--- src/rtl/rv_mem_stage.sv ---
// rv32i MEM stage: sequences req/gnt/rvalid data-memory accesses, aligns load data, registers MEM/WB.
// Optional macro RV_MEM_MISALIGN_CHK_EN: misaligned ld/st retire as bubbles and pulse o_mem_misalign.
`ifndef XLEN
`define XLEN 32
`endif

module rv_mem_stage #(
    parameter int STALL_CNT_W = 8
) (
    input  logic                   i_clk,
    input  logic                   i_rst,
    input  logic                   i_mem_valid,
    input  logic                   i_mem_is_load,
    input  logic                   i_mem_is_store,
    input  logic [2:0]             i_mem_funct3,
    input  logic [`XLEN-1:0]       i_mem_alu_res,
    input  logic [`XLEN-1:0]       i_mem_store_data,
    input  logic                   i_mem_rf_we,
    input  logic [4:0]             i_mem_rf_wa,
    output logic                   o_dmem_req,
    output logic                   o_dmem_we,
    output logic [`XLEN-1:0]       o_dmem_addr,
    output logic [`XLEN-1:0]       o_dmem_wdata,
    output logic [3:0]             o_dmem_be,
    input  logic                   i_dmem_gnt,
    input  logic                   i_dmem_rvalid,
    input  logic [`XLEN-1:0]       i_dmem_rdata,
    output logic                   o_mem_stall,
    output logic [`XLEN-1:0]       o_mem_rf_rd_fwd,
    output logic                   o_wb_is_load,
    output logic [`XLEN-1:0]       o_wb_dmem_rd,
    output logic                   o_wb_rf_we,
    output logic [4:0]             o_wb_rf_wa,
    output logic [`XLEN-1:0]       o_wb_rf_wd_pre,
    output logic [STALL_CNT_W-1:0] o_mem_stall_cnt,
    output logic                   o_mem_misalign
);

    typedef enum logic [1:0] {
        IDLE     = 2'd0,
        WAIT_GNT = 2'd1,
        WAIT_RSP = 2'd2
    } state_t;

    function automatic logic [3:0] be_f(input logic [2:0] f3, input logic [1:0] lo);
        case (f3[1:0])
            2'b00:   return 4'b0001 << lo;
            2'b01:   return lo[1] ? 4'b1100 : 4'b0011;
            default: return 4'b1111;
        endcase
    endfunction

    function automatic logic [31:0] wdata_f(input logic [2:0] f3, input logic [31:0] d);
        case (f3[1:0])
            2'b00:   return {4{d[7:0]}};
            2'b01:   return {2{d[15:0]}};
            default: return d;
        endcase
    endfunction

    function automatic logic [31:0] load_ext_f(input logic [2:0] f3, input logic [1:0] lo,
                                               input logic [31:0] w);
        logic [7:0]  b;
        logic [15:0] h;
        case (lo)
            2'b00:   b = w[7:0];
            2'b01:   b = w[15:8];
            2'b10:   b = w[23:16];
            default: b = w[31:24];
        endcase
        h = lo[1] ? w[31:16] : w[15:0];
        case (f3)
            3'b000:  return {{24{b[7]}}, b};
            3'b001:  return {{16{h[15]}}, h};
            3'b100:  return {24'd0, b};
            3'b101:  return {16'd0, h};
            default: return w;
        endcase
    endfunction

`ifdef RV_MEM_MISALIGN_CHK_EN
    function automatic logic misalign_f(input logic [2:0] f3, input logic [1:0] lo);
        case (f3[1:0])
            2'b01:   return lo[0];
            2'b10:   return lo != 2'b00;
            default: return 1'b0;
        endcase
    endfunction
`endif

    state_t     state_r;
    logic [1:0] addr_lo_r;
    logic [2:0] funct3_r;
    logic       ldst_s;
    logic       mis_s;
    logic       mem_op_s;
    logic       issue_s;
    logic       store_done_s;
    logic       load_done_s;
    logic       stall_s;

    // Access classification and stall decision for the instruction held in EX/MEM
    always_comb begin
        ldst_s = i_mem_valid & (i_mem_is_load | i_mem_is_store);
        mis_s  = 1'b0;
`ifdef RV_MEM_MISALIGN_CHK_EN
        mis_s  = ldst_s & misalign_f(i_mem_funct3, i_mem_alu_res[1:0]);
`endif
        mem_op_s     = ldst_s & ~mis_s;
        issue_s      = mem_op_s & (state_r != WAIT_RSP);
        store_done_s = issue_s & i_mem_is_store & i_dmem_gnt;
        load_done_s  = mem_op_s & ~i_mem_is_store & (state_r == WAIT_RSP) & i_dmem_rvalid;
        stall_s      = mem_op_s & ~(store_done_s | load_done_s);
    end

    // Request phase is driven straight from EX/MEM, which stays frozen while we stall
    assign o_dmem_req      = issue_s & ~i_rst;
    assign o_dmem_we       = i_mem_is_store;
    assign o_dmem_addr     = {i_mem_alu_res[`XLEN-1:2], 2'b00};
    assign o_dmem_wdata    = wdata_f(i_mem_funct3, i_mem_store_data);
    assign o_dmem_be       = i_mem_is_store ? be_f(i_mem_funct3, i_mem_alu_res[1:0]) : 4'b0000;
    assign o_mem_stall     = stall_s;
    assign o_mem_rf_rd_fwd = i_mem_alu_res;

    // Access FSM; lane selectors are latched at grant for the response phase
    always_ff @(posedge i_clk) begin
        if (i_rst) begin
            state_r   <= IDLE;
            addr_lo_r <= 2'b00;
            funct3_r  <= 3'b000;
        end else begin
            case (state_r)
                IDLE, WAIT_GNT: begin
                    if (issue_s && i_dmem_gnt) begin
                        addr_lo_r <= i_mem_alu_res[1:0];
                        funct3_r  <= i_mem_funct3;
                        state_r   <= i_mem_is_store ? IDLE : WAIT_RSP;
                    end else if (issue_s) begin
                        state_r <= WAIT_GNT;
                    end else begin
                        state_r <= IDLE;
                    end
                end
                WAIT_RSP: begin
                    if (i_dmem_rvalid) begin
                        state_r <= IDLE;
                    end else begin
                        state_r <= WAIT_RSP;
                    end
                end
                default: state_r <= IDLE;
            endcase
        end
    end

    // MEM/WB register; a stalled cycle inserts a bubble
    always_ff @(posedge i_clk) begin
        if (i_rst) begin
            o_wb_is_load   <= 1'b0;
            o_wb_dmem_rd   <= '0;
            o_wb_rf_we     <= 1'b0;
            o_wb_rf_wa     <= 5'd0;
            o_wb_rf_wd_pre <= '0;
        end else if (stall_s) begin
            o_wb_is_load <= 1'b0;
            o_wb_rf_we   <= 1'b0;
        end else begin
            o_wb_is_load   <= load_done_s;
            o_wb_rf_we     <= i_mem_valid & i_mem_rf_we & ~i_mem_is_store & ~mis_s;
            o_wb_rf_wa     <= i_mem_rf_wa;
            o_wb_rf_wd_pre <= i_mem_alu_res;
            if (load_done_s) begin
                o_wb_dmem_rd <= load_ext_f(funct3_r, addr_lo_r, i_dmem_rdata);
            end
        end
    end

    // Saturating stall-cycle counter
    always_ff @(posedge i_clk) begin
        if (i_rst) begin
            o_mem_stall_cnt <= '0;
        end else if (stall_s && (o_mem_stall_cnt != {STALL_CNT_W{1'b1}})) begin
            o_mem_stall_cnt <= o_mem_stall_cnt + {{(STALL_CNT_W-1){1'b0}}, 1'b1};
        end
    end

`ifdef RV_MEM_MISALIGN_CHK_EN
    // One-cycle misalign pulse aligned with the bubble it retires as
    always_ff @(posedge i_clk) begin
        if (i_rst) begin
            o_mem_misalign <= 1'b0;
        end else begin
            o_mem_misalign <= mis_s;
        end
    end
`else
    assign o_mem_misalign = 1'b0;
`endif

endmodule

--- config.mk ---
export PLATFORM = sky130hd
export DESIGN_NAME = rv_mem_stage
export DESIGN_NICKNAME = d
export VERILOG_FILES = /design/src/rtl/rv_mem_stage.sv
export SDC_FILE = /design/constraint.sdc
export NUM_CORES = 1
export LEC_CHECK = 0
export ABC_AREA = 1
export CAP_MARGIN = 20
export CORE_ASPECT_RATIO = 1.75
export CORE_MARGIN = 4
export CORE_UTILIZATION = 42
export DETAILED_ROUTE_END_ITERATION = 10
export GPL_TIMING_DRIVEN = 0
export PLACE_DENSITY = 0.95
export SLEW_MARGIN = 20
export SYNTH_ARGS = -nofsm -noshare
export SYNTH_HDL_FRONTEND = slang
export SYNTH_SLANG_ARGS = --single-unit
export TNS_END_PERCENT = 10
--- constraint.sdc ---
create_clock -name i_clk -period 2.21 [get_ports i_clk]
set_input_delay 0.221 -clock i_clk [delete_from_list [all_inputs] [get_ports i_clk]]
set_output_delay 0.221 -clock i_clk [all_outputs]
set_load 0.01 [all_outputs]
==> results of run 1 <==
-- final timing paths --
| check | from | to | slack, ns | cells after the start |
|---|---|---|---|---|
| max | i_mem_funct3[0] | o_dmem_wdata[9] | 0.001 | 5 |
| min | i_mem_is_store | o_wb_rf_we | 0.24 | 4 |
| max reg2reg | funct3_r[1] | o_wb_dmem_rd[27] | 0.54 | 9 |
| min reg2reg | o_wb_rf_wd_pre[8] | o_wb_rf_wd_pre[8] | 0.50 | 2 |
-- kinds of logic after synthesis --
logic type / Yosys count / synth area share, %
AOI/OAI and AO/OA: 130 / 13.52
xor gates and xnor gates: 1 / 0.1730
adders and majority gates: 1 / 0.2471
buffers and inverters: 174 / 20.66
DFF: 86 / 34.00
other: 1 / 0.07406
and+or+nand+nor: 360 / 31.33
-- what timing repair did --
action | CTS | global route
resized for setup | 16 | 9
endpoints found under the hold margin | 0 | 0
pin swaps | 1 | 1
buffers inserted | 0 | 2
setup endpoints to repair | 27 | 13
-- registers in the layout, indices dropped and copies added (netlist names) --
| name | cells |
|---|---|
| o_wb_dmem_rd | 32 |
| o_wb_is_load | 1 |
| o_wb_rf_wd_pre | 32 |
| addr_lo_r | 2 |
| o_wb_rf_we | 1 |
| state_r | 2 |
| o_wb_rf_wa | 5 |
| funct3_r | 3 |
| o_mem_stall_cnt | 8 |
-- layout make-up --
cell class | instances | area [µm²] | area share (%)
repair buffers | 291 | 2923 | 34.09
well taps | 135 | 168.9 | 1.970
plain buffers | 110 | 824.5 | 9.616
inverters | 64 | 242.7 | 2.831
clock inverters | 7 | 145.1 | 1.693
diodes | 2 | 5.005 | 0.05837
multi-input cells | 495 | 2318 | 27.04
flip-flops and latches | 86 | 1722 | 20.08
clock buffers | 9 | 225.2 | 2.627
-- placed cells by master, fill, tap and decap left out, types with 6 or more instances in the layout --
cell type,Yosys,routed
inv_1,59,59
nor2_2,21,21
nand2_1,167,166
o21ai_0,38,37
nor2_1,125,124
o21ai_1,56,57
dlymetal6s2s_1,0,7
dfxtp_1,86,86
a21oi_1,23,23
buf_6,14,14
clkbuf_1,15,11
nand4_1,14,14
buf_4,74,78
nand3_1,14,14
buf_2,6,6
o211ai_1,9,9
clkbuf_16,0,9
clkdlybuf4s50_1,0,280
-- per-stage QoR --
| step | cell area (µm²) | TNS, ns | hold slack [ns] | worst slack, ns |
|---|---|---|---|---|
| 2_1_floorplan | 5071 | 0 | 0.2997 | 0.8412 |
| 3_3_place_gp | 8133 | -6.908 | 0.4746 | -0.4245 |
| 3_5_place_dp | 8133 | -6.716 | 0.4804 | -0.4036 |
| 4_1_cts | 8537 | -0.02303 | 0.2283 | -0.01924 |
| 5_1_grt | 8574 | -0.02089 | 0.2470 | -0.02089 |
| 6_report | 8574 | 0 | 0.2402 | 0.001281 |
-- critical path, cell delays in order --
cell and delay [ns]:
clkdlybuf4s50_1 0.62, nor2_4 0.09, clkbuf_4 0.19, o21ai_1 0.26, clkdlybuf4s50_1 0.60
-- power by group through the flow --
stage,sequential (mW),clock [mW],combinational [mW]
after floorplan,1.72,0,0.535
final,1.67,1.87,1.29
after CTS,1.67,1.90,1.29
after global routing,1.67,1.96,1.38
after detailed placement,1.70,0,1.27
after global placement,1.69,0,1.25
-- metal layers --
layer / share of wire [%] / vias up / wire [µm]
li1: - / 2930 / -
met1: 33 / 2702 / 6451
met2: 53 / 324 / 10470
met3: 9.2 / 56 / 1805
met4: 4.3 / 0 / 847
met5: 0 / - / 0
==> qor.yml, run 1 <==
floorplanning:
  die-area_um2: 13950
  num_io_pins: 295
  core_um2: 11710
  num_rows: 52
  initial_utilization_pct: 43.24
  fp.dieH_um: 153.3
  fp.dieW_um: 91
clock_tree:
  clockBufferDepth: 2
  clk_latency_ns: 0.34
  clkTransAtPathRegs_ns: 0.06
  cts_hold_buf: 0
  htree_num_levels: 3
  cts_sinks: 86
  cts_tree: "done"
  cts_inserted_buffers: 9
  cts-root-buf: "clkbuf_16"
final_layout:
  fill_cells: 866
  drive_gt1_share_pct: 14.88
  finalNonFillerCells: 1199
  final_net_count: 1170
  syn_to_final_growth_pct: 69.34
  fin_util_pct: 73.22
worst_setup_path:
  worstPathArrival_ns: 1.99
  worst_setup_path_start_kind: "input pin"
  crit_path_end_kind: "output pin"
  crit_type: "in -> out"
  crit_fanout: 10
  required_ns: 1.99
grt:
  antenna_found_initial: 2
  grt_usage_pct: 27.61
  first_global_vias: 6083
  grt_max_degree: 16
  busiest_layer: "met2"
  use_met2_pct: 51.83
  met1_usage_pct: 27.14
  grt_use_met3_pct: 7.821
  grt_pass1_wl_mm: 30.97
  grt_overflow: 0
power:
  power_mw: 4.825
  power_leakage_nw: 3.870
  p_switching_mw: 1.285
  combPwrFrac_pct: 26.7
  peakVddDrop_mv: 0.4060
  cell_internal_pwr_mw: 3.539
  p_sw_share_pct: 26.64
  seqPwrFrac_pct: 34.5
  power_density_nw_per_um2: 562.7
  power_frac_clock_pct: 38.8
synth:
  synth_edf_count: 0
  ys_async_sr_fraction_pct: 0
  synth-seq-cells: 86
  yosys_warnings: 0
  synth_common_cells: "nand2_1 (167), nor2_1 (125), dfxtp_1 (86), buf_4 (74), inv_1 (59)"
  synth_ff_type: "dfxtp_1"
  synth_top_area_share_pct: 34.00
  synth_cells: 753
  synth_area_per_cell_um2: 6.725
  synth_area_leaders: "dfxtp_1 (34%), nand2_1 (12%), buf_4 (11%)"
  syn_area_um2: 5064
  synth_top_area_cell: "dfxtp_1"
  ys_types: 36
  yosys.cell_count.top_type: "nand2_1"
  synth-seq-area-share_pct: 34.00
sta:
  slew_violations: 0
  min_period_ns: 2.209
  finalSetupViolCount: 0
  hold_violations: 0
  skew_ns: 0.007695
  max_freq_mhz: 452.8
  finalCritPeriodShare_pct: 99.94
  maxSlewHeadroom_pct: 64.66
  rsz0062_at_grt: "yes"
  worst_pin_slew_ns: 0.5281
hold_path:
  hold_class: "in -> reg"
job:
  cap_violations: 0
placement:
  numPortBuffers: 289
  post-place-cells: 1179
  hpwl_mm: 15.74
  gp_congestion: 0.9560
outcome:
  status: "completed"
drt:
  via_per_inst: 5.014
  vias: 6012
  routed_wirelength_mm: 19.58
  routedWlPerCell_um: 16.33
  firstDrtPassIters: 5
  antenna_left: 0
  drtIter0Drc: 361
  remaining_drc_errors: 0
Note: power is estimated with default switching activity, not from simulation.
==> run 2: changes to the inputs <==
--- a/config.mk
+++ b/config.mk
@@ -7,12 +7,14 @@
 export LEC_CHECK = 0
 export ABC_AREA = 1
 export CAP_MARGIN = 20
+export CELL_PAD_IN_SITES_DETAIL_PLACEMENT = 1
+export CELL_PAD_IN_SITES_GLOBAL_PLACEMENT = 1
 export CORE_ASPECT_RATIO = 1.75
 export CORE_MARGIN = 4
-export CORE_UTILIZATION = 42
+export CORE_UTILIZATION = 27
 export DETAILED_ROUTE_END_ITERATION = 10
 export GPL_TIMING_DRIVEN = 0
-export PLACE_DENSITY = 0.95
+export PLACE_DENSITY = 0.94
 export SLEW_MARGIN = 20
 export SYNTH_ARGS = -nofsm -noshare
 export SYNTH_HDL_FRONTEND = slang
==> run 2 against run 1 <==
Hold slack got worse by 0.015 ns. Critical path depth increased by 1. Global-route usage is 6.4 points lower. Largest power group is now sequential cells.
==> qor.yml, run 2 (same netlist as run 1, synthesis figures left out) <==
final_layout:
  reg.largest.list: "o_wb_dmem_rd: 32 flops, o_wb_rf_wd_pre: 32 flops, o_mem_stall_cnt: 8 flops"
  syn_to_final_growth_pct: 70.42
  fill_cells: 2320  # +170%
  final_common_cell: "clkdlybuf4s50_1"
  fin_util_pct: 46.65  # -27 points
  final_net_count: 1169  # -0.085%
  drive_gt1_share_pct: 14.80  # -0.080 points
  finalNonFillerCells: 1302  # +8.6%
  regArea_um2: 1722  # unchanged
  multi_input_area_um2: 2318  # unchanged
  final_cell_mix: "clkdlybuf4s50_1 (278), nand2_1 (166), nor2_1 (124), dfxtp_1 (86), buf_4 (75)"
sta:
  skew_ns: 0.007605  # -0.00009004 ns
  finalCritPeriodShare_pct: 96.73  # -3.2 points
  finalSetupViolCount: 0  # unchanged
  whs_ns: 0.2254  # -0.01482 ns
  rsz0062_at_grt: "yes"
  slew_violations: 0  # unchanged
  fin_setup_tns_ns: 0  # unchanged
  min_period_ns: 2.138  # -0.07089 ns
  maxSlewHeadroom_pct: 61.99  # -2.7 points
  worst_pin_slew_ns: 0.5702  # +0.04206 ns
  max_freq_mhz: 467.8  # +3.3%
  hold_violations: 0  # unchanged
power:
  power_density_nw_per_um2: 528.5  # -6.1%
  power_leakage_nw: 3.831  # -1.0%
  peakVddDrop_mv: 0.3372  # -17%
  power_mw: 4.560  # -5.5%
placement:
  gp_congestion: 0.9095  # -4.9%
  hpwl_mm: 19.37  # +23%
  post-place-cells: 1282  # +8.7%
  numPortBuffers: 289  # unchanged
clock_tree:
  clkTransAtPathRegs_ns: 0.07  # about the same
  cts_inserted_buffers: 9  # unchanged
  cts_tree: "done"
  cts_sinks: 86  # unchanged
  clk_latency_ns: 0.34  # about the same
  cts_hold_buf: 0  # unchanged
  clockBufferDepth: 2  # unchanged
  cts-root-buf: "clkbuf_16"
  htree_num_levels: 3  # unchanged
job:
  cap_violations: 0  # unchanged
worst_setup_path:
  worstPathArrival_ns: 1.92  # -0.07 ns
  crit_path_end_kind: "output pin"
  crit_type: "in -> out"
  crit_fanout: 10  # unchanged
  path_cells: "clkdlybuf4s50_1 -> clkbuf_8 -> clkbuf_4 -> nand2_1 -> nand2_1 -> clkdlybuf4s50_1"
  max_stage_delay_ns: 0.56  # -0.06 ns
  worst-path-buf-inv: 4  # +1
  required_ns: 1.99  # about the same
  critPathTopFamily: "buffers and inverters"
  worst_setup_path_start_kind: "input pin"
  cp_slowest_cell: "clkdlybuf4s50_1"
drt:
  routedWlPerCell_um: 17.74  # +8.7%
  antenna_left: 0  # unchanged
  vias: 6049  # +0.62%
  firstDrtPassIters: 4  # -1
  via_per_inst: 4.646  # -7.3%
  drtIter0Drc: 269  # -25%
  routed_wirelength_mm: 23.10  # +18%
  remaining_drc_errors: 0  # unchanged
grt:
  first_global_vias: 6494  # +6.8%
  grt_usage_pct: 21.20  # -6.4 points
  grt_pass1_wl_mm: 35.38  # +14%
  grt_overflow: 0  # unchanged
  antenna_found_initial: 3  # +1
  grt_max_degree: 17  # +1
outcome:
  status: "completed"
floorplanning:
  initial_utilization_pct: 27.37  # -16 points
  fp.dieW_um: 111.5  # +23%
  die-area_um2: 21100  # +51%
  fp.dieH_um: 189.2  # +23%
  num_io_pins: 295  # unchanged
  core_um2: 18500  # +58%
  num_rows: 66  # +27%
hold_path:
  hold_class: "in -> reg"
==> run 2: changes by cell type in the layout (fill, tap and decap cells not counted) <==
cell,before,now
buf_4,78,75
buf_6,14,15
bufinv_16,4,1
clkbuf_4,1,2
clkdlybuf4s50_1,280,278
clkinv_4,1,2
diode_2,2,3
dlygate4sd2_1,2,5
dlymetal6s2s_1,7,6
inv_6,0,3
inv_8,1,0
o21ai_0,37,38
o21ai_1,57,56
==> run 2: area by class of cell <==
type / count / area share (%)
diodes: 3 / 0.08699
plain buffers: 110 / 9.598
clock buffers: 9 / 2.610
clock inverters: 7 / 0.9134
inverters: 64 / 2.813
multi-input cells: 495 / 26.87
flip-flops and latches: 86 / 19.95
well taps: 238 / 3.451
repair buffers: 290 / 33.71
==> run 2: repair_timing <==
item,CTS,global route
setup endpoints to repair,29,15
setup buffers,1,0
resized for setup,17,9
cloned,0,0
pin swaps,1,0
==> run 2: per-layer routing <==
layer	vias up	wire length (µm)	global-route usage [%]
li1	2916	-	-
met5	-	0	0
met2	204	12900	41.70
met4	0	839	8.618
met3	44	1401	5.341
met1	2885	7960	20.65
==> run 2: worst min-delay path, cell delays in order <==
cell and delay (ns):
buf_6 0.14, inv_4 0.05, nand3_1 0.06, nor3_1 0.05
==> run 2: through the flow <==
stage                     worst slack, ns  cell area (µm²)
after floorplan                    0.8412             5071
after global placement            -0.4891             8262
after detailed placement          -0.5449             8262
after CTS                        -0.01970             8598
after global routing             -0.01243             8630
final                             0.07217             8630
==> run 2: worst paths after layout <==
path                          start                 to  slack (ns)  depth (start not counted)
setup / recovery    i_mem_funct3[1]   o_dmem_wdata[22]        0.07                          6
hold / removal       i_mem_is_store         o_wb_rf_we        0.23                          4
setup reg to reg        funct3_r[1]   o_wb_dmem_rd[30]        0.50                          9
hold reg to reg   o_wb_rf_wd_pre[4]  o_wb_rf_wd_pre[4]        0.51                          2
==> run 2: power breakdown <==
part	leakage [nW]	total (mW)	switching (mW)	internal, mW
clock network	0.151	1.58	0.686	0.891
logic	2.98	1.31	0.627	0.686
registers	0.705	1.67	0.0478	1.62
total	3.83	4.56	1.36	3.20
==> run 3: changes to the inputs <==
--- a/config.mk
+++ b/config.mk
@@ -15,6 +15,7 @@
 export DETAILED_ROUTE_END_ITERATION = 10
 export GPL_TIMING_DRIVEN = 0
 export PLACE_DENSITY = 0.94
+export SETUP_SLACK_MARGIN = 0.5
 export SLEW_MARGIN = 20
 export SYNTH_ARGS = -nofsm -noshare
 export SYNTH_HDL_FRONTEND = slang
==> run 3 against run 2 <==
Combinational power hardly changed. Non-clock buffer count rose by 5. Clock skew barely moved. Critical path depth rose by 1. Power decreased by 0.12%. Worst setup slack improved by 0.31 ns. Register-to-register slack gained 0.02 ns. Cell count increased by 0.38%. First-iteration DRC count is 1.5% lower. Critical endpoint is now o_dmem_wdata[16]. Highest routed layer unchanged.
==> qor.yml, run 3 (same netlist as run 1, synthesis figures left out) <==
placement:
  numPortBuffers: 289  # unchanged
  hpwl_mm: 19.37  # unchanged
  gp_congestion: 0.9095  # unchanged
  place_area_um2: 8262  # unchanged
floorplanning:
  num_io_pins: 295  # unchanged
  num_rows: 66  # unchanged
  initial_utilization_pct: 27.37  # unchanged
  fp.dieW_um: 111.5  # unchanged
  fp.dieH_um: 189.2  # unchanged
  core_um2: 18500  # unchanged
  die-area_um2: 21100  # unchanged
sta:
  skew_ns: 0.007235  # -0.0003700 ns
  rsz0062_at_grt: "yes"
  min_period_ns: 1.824  # -0.3134 ns
  finalSetupViolCount: 0  # unchanged
  slew_violations: 0  # unchanged
  worst_pin_slew_ns: 0.5686  # -0.001598 ns
  max_freq_mhz: 548.1  # +17%
  maxSlewHeadroom_pct: 62.09  # +0.11 points
  fin_setup_tns_ns: 0  # unchanged
  finalCritPeriodShare_pct: 82.55  # -14 points
  hold_violations: 0  # unchanged
  whs_ns: 0.2359  # +0.01047 ns
drt:
  firstDrtPassIters: 4  # unchanged
  antenna_left: 0  # unchanged
  vias: 6070  # +0.35%
  remaining_drc_errors: 0  # unchanged
  drtIter0Drc: 265  # -1.5%
  routedWlPerCell_um: 17.77  # +0.12%
  routed_wirelength_mm: 23.22  # +0.51%
  via_per_inst: 4.644  # about the same
clock_tree:
  clockBufferDepth: 2  # unchanged
  clk_latency_ns: 0.34  # about the same
  cts_hold_buf: 0  # unchanged
  cts_sinks: 86  # unchanged
  htree_num_levels: 3  # unchanged
  cts-root-buf: "clkbuf_16"
  cts_inserted_buffers: 9  # unchanged
  clkTransAtPathRegs_ns: 0.07  # about the same
  cts_tree: "done"
worst_setup_path:
  crit_start: "i_mem_funct3[1]"
  worstPathArrival_ns: 1.60  # -0.32 ns
  cp.depth: 7  # +1
  crit_fanout: 10  # unchanged
  r2r-start: "funct3_r[1]"
  r2r_end: "o_wb_dmem_rd[30]"
  reg2regPathDepth: 9  # unchanged
  crit_end: "o_dmem_wdata[16]"
  worst-path-buf-inv: 5  # +1
  path_cells: "dlygate4sd2_1 -> clkbuf_8 -> inv_2 -> clkbuf_8 -> nand2_1 -> nand2_1 -> clkdlybuf4s50_1"
  max_stage_delay_ns: 0.53  # -0.03 ns
  crit_type: "in -> out"
  critPathTopFamily: "buffers and inverters"
  required_ns: 1.99  # about the same
  cp_slowest_cell: "clkdlybuf4s50_1"
  rrSetupSlack_ns: 0.52  # +0.02 ns
  worst_setup_path_start_kind: "input pin"
  crit_path_end_kind: "output pin"
outcome:
  status: "completed"
hold_path:
  hold_class: "in -> reg"
grt:
  grt_overflow: 0  # unchanged
  grt_usage_pct: 21.31  # +0.10 points
  grt_max_degree: 17  # unchanged
  first_global_vias: 6532  # +0.59%
  grt_pass1_wl_mm: 35.59  # +0.60%
  antenna_found_initial: 3  # unchanged
final_layout:
  reg.largest.list: "o_wb_dmem_rd: 32 flops, o_wb_rf_wd_pre: 32 flops, o_mem_stall_cnt: 8 flops"
  final_cell_mix: "clkdlybuf4s50_1 (260), nand2_1 (166), nor2_1 (124), dfxtp_1 (85), buf_4 (80)"
  design_area_um2: 8680  # +0.58%
  syn_to_final_growth_pct: 71.41
  final_net_count: 1174  # +0.43%
  drive_gt1_share_pct: 15.85  # +1.1 points
  final_common_cell: "clkdlybuf4s50_1"
  fin_util_pct: 46.92  # +0.27 points
power:
  power_leakage_nw: 3.923  # +2.4%
  power_density_nw_per_um2: 524.8  # -0.70%
  peakVddDrop_mv: 0.3376  # +0.12%
  power_mw: 4.555  # -0.12%
job:
  cap_violations: 0  # unchanged
-- run 3: layout make-up --
class | count | area (µm²)
repair buffers | 295 | 2938
diodes | 3 | 7.507
multi-input cells | 495 | 2323
flip-flops and latches | 86 | 1723
fillers | 2327 | 9818
clock buffers | 9 | 225.2
well taps | 238 | 297.8
inverters | 64 | 242.7
plain buffers | 110 | 843.3
clock inverters | 7 | 78.83
-- run 3: power by group --
group          internal [mW]  switching [mW]  leakage (nW)
clock network          0.891           0.683         0.151
logic                  0.680           0.630          3.07
registers               1.62          0.0487         0.705
-- run 3: how the worst min path moves through the flow --
stage / slack, ns / startpoint / cells after the start / endpoint
CTS: 0.22 / i_mem_is_store / 4 / o_wb_rf_we
global placement: 0.47 / o_wb_rf_wd_pre[4] / 2 / o_wb_rf_wd_pre[4]
detailed placement: 0.49 / o_wb_rf_wd_pre[4] / 2 / o_wb_rf_wd_pre[4]
global route: 0.26 / i_mem_is_store / 4 / o_wb_rf_we
floorplan: 0.30 / i_dmem_gnt / 1 / state_r[0]
finish: 0.24 / i_mem_valid / 3 / o_wb_rf_we
-- run 3: worst reg2reg max path: stages, from the launching register on --
cell and delay (ns):
dfxtp_1 0.30, buf_2 0.18, inv_2 0.08, nand2_1 0.10
nor2_2 0.32, nand3_1 0.15, nand2_2 0.20, buf_6 0.18
o21ai_1 0.08, inv_1 0.05
-- run 3: routing by layer --
layer / GRT usage (%) / vias up / wire length [µm]
li1: - / 2927 / -
met1: 20.76 / 2889 / 8041
met2: 41.96 / 208 / 12940
met3: 5.309 / 46 / 1406
met4: 8.618 / 0 / 837
met5: 0 / - / 0
-- run 3: repair_timing --
action | CTS | global route
hold endpoints to repair | 0 | 0
buffers inserted | 4 | 2
pin swaps | 2 | 3
endpoints found under the setup margin | 36 | 52
gates cloned | 0 | 0
gates resized for setup | 39 | 16
-- run 3: per-stage QoR --
stage / setup WS (ns) / instances
after global routing: 0.3363 / 1307
after CTS: 0.2826 / 1302
after global placement: -0.4891 / 1282
after floorplan: 0.8412 / 755
after detailed placement: -0.5449 / 1282
final: 0.3855 / 1307
==> RTL change: new RTL, flow settings as in run 1 <==
Encoding of `state_t`: now one-hot (3 bits for 3 states).
--- a/src/rtl/rv_mem_stage.sv
+++ b/src/rtl/rv_mem_stage.sv
@@ -36,10 +36,10 @@
     output logic                   o_mem_misalign
 );
 
-    typedef enum logic [1:0] {
-        IDLE     = 2'd0,
-        WAIT_GNT = 2'd1,
-        WAIT_RSP = 2'd2
+    typedef enum logic [2:0] {
+        IDLE     = 3'b001,
+        WAIT_GNT = 3'b010,
+        WAIT_RSP = 3'b100
     } state_t;
 
     function automatic logic [3:0] be_f(input logic [2:0] f3, input logic [1:0] lo);
Function: no difference found for any inputs over 4 cycles, from zero or initial values and one cycle with i_rst high; so few cycles prove little.
==> RTL change against run 1 <==
- non-clock buffer count shrank 2
- total power fell by 7.0%
- critical path depth grew 1
- synthesized area fell by 4.1%
- sequential cell count increased by 1
- design area decreased by 3.3%
- worst setup slack improved by 0.0030 ns
- wire length down 5.3%
- critical path type unchanged
==> RTL change: results (changes against run 1) <==
| Metric | Value |
|---|---|
| End of the worst register-to-register path | `o_wb_dmem_rd[10] (was o_wb_dmem_rd[27])` |
| Reg-to-Reg Start | `state_r[1] (was funct3_r[1])` |
| Outcome | `completed (unchanged)` |
| Placer Congestion | `0.899 (was 0.956)` |
| Netlist cell types | `30 (was 36)` |
| Internal power | `3200 µW (was 3540 µW)` |
| First element of the critical path | `i_mem_funct3[1] (was i_mem_funct3[0])` |
| Clock network fraction of design power | `35.5% (was 38.8%)` |
| Minimum period implied by the final worst setup slack | `2.21 ns (about the same)` |
| Combinational-cell power consumption | `1210 µW (was 1290 µW)` |
| Count of routing violations after the opening detailed-route iteration | `313 (was 361)` |
| Total vias in the final route | `5,841 (was 6,012)` |
| Cells taking the most area after synthesis | `sky130_fd_sc_hd__dfxtp_1 36%, sky130_fd_sc_hd__buf_4 12%, sky130_fd_sc_hd__nor2_1 11%, sky130_fd_sc_hd__nand2_1 10%, sky130_fd_sc_hd__o21ai_0 7.4% (was sky130_fd_sc_hd__dfxtp_1 34%, sky130_fd_sc_hd__nand2_1 12%, sky130_fd_sc_hd__buf_4 11%, sky130_fd_sc_hd__nor2_1 9.3%, sky130_fd_sc_hd__o21ai_1 5.5%)` |
| Capturing element of the worst setup path | `o_dmem_wdata[24] (was o_dmem_wdata[9])` |
| Post CTS Setup Buffer Count | `1 (was 0)` |
| Worst slew margin relative to its limit | `65.3% (was 64.7%)` |
| Number of nets in the finished design | `1,153 (was 1,170)` |
| Routed wl met2 | `9.63 mm (was 10.5 mm)` |
| Drt wl/cell | `15.8 µm (was 16.3 µm)` |
| Number of inserted diodes | `0 (was 2)` |
| Max rail drop VDD | `513 µV (was 406 µV)` |
| Reg2Reg Setup Slack | `0.52 ns (was 0.54 ns)` |
| Pin count of the biggest net entering global routing | `18 (was 16)` |
| Met3 routing resource usage after global routing | `8.93% (was 7.82%)` |
| Hold_sp | `i_mem_rf_we (was i_mem_is_store)` |
| CP peak stage delay | `0.58 ns (was 0.62 ns)` |
| Leak Pwr | `0.00367 µW (was 0.00387 µW)` |
| Routing usage on met1 | `27.2% (was 27.1%)` |
| Sum of met3 wire segment lengths after detailed routing | `1.73 mm (was 1.81 mm)` |
| Clk power | `1590 µW (was 1870 µW)` |
| Half-perimeter wire length of the detailed placement result | `14.8 mm (was 15.7 mm)` |
| WHS Path Cells | `3 (was 4)` |
| Gr usage total | `26.4% (was 27.6%)` |
| PortBufs | `291 (was 289)` |
-- RTL change: cell types whose count changed in the layout (fill, tap and decap cells not counted), moves of 4 or more --
cell / change
sky130_fd_sc_hd__nand4_1: -12
sky130_fd_sc_hd__dlygate4sd2_1: +4
sky130_fd_sc_hd__nor2_2: -20
sky130_fd_sc_hd__buf_6: -12
sky130_fd_sc_hd__nand3_1: +18
sky130_fd_sc_hd__inv_1: -8
sky130_fd_sc_hd__o21ai_0: +35
sky130_fd_sc_hd__nand2_4: -4
sky130_fd_sc_hd__nor2_1: +22
sky130_fd_sc_hd__buf_2: +5
sky130_fd_sc_hd__o21ai_1: -12
sky130_fd_sc_hd__nand2_1: -33
sky130_fd_sc_hd__inv_6: +5
-- RTL change: logic make-up (layout without fill, tap and decap cells) --
logic type      count (synthesis)  count (layout)  synth area share (%)
flops                          87              87                  35.9
fa+ha+maj                       1               1                 0.258
compound gates                149             149                  15.9
buf+inv                       163             471                  19.3
other cells                     1               3                0.0772
simple gates                  331             331                  28.1
xor+xnor                        3               3                 0.541
-- RTL change: layout make-up --
type / instances / area (µm²)
Fill cell: 803 / 2940
Clock inverter: 7 / 85.1
Sequential cell: 87 / 1740
Buffer: 107 / 743
Clock buffer: 9 / 225
Tap cell: 132 / 165
Inverter: 56 / 211
Multi-Input combinational cell: 487 / 2200
Timing Repair Buffer: 292 / 2920
-- RTL change: metrics by stage --
step	std cells	TNS (ns)	util [%]	hold WS, ns
after global routing	1177	-0.228	73.8	0.463
after global placement	1160	-7.73	70.7	0.462
after floorplan	737	0	-	0.298
final	1177	0	73.8	0.445
after detailed placement	1160	-7.82	70.7	0.471
after CTS	1177	0	73.7	0.439
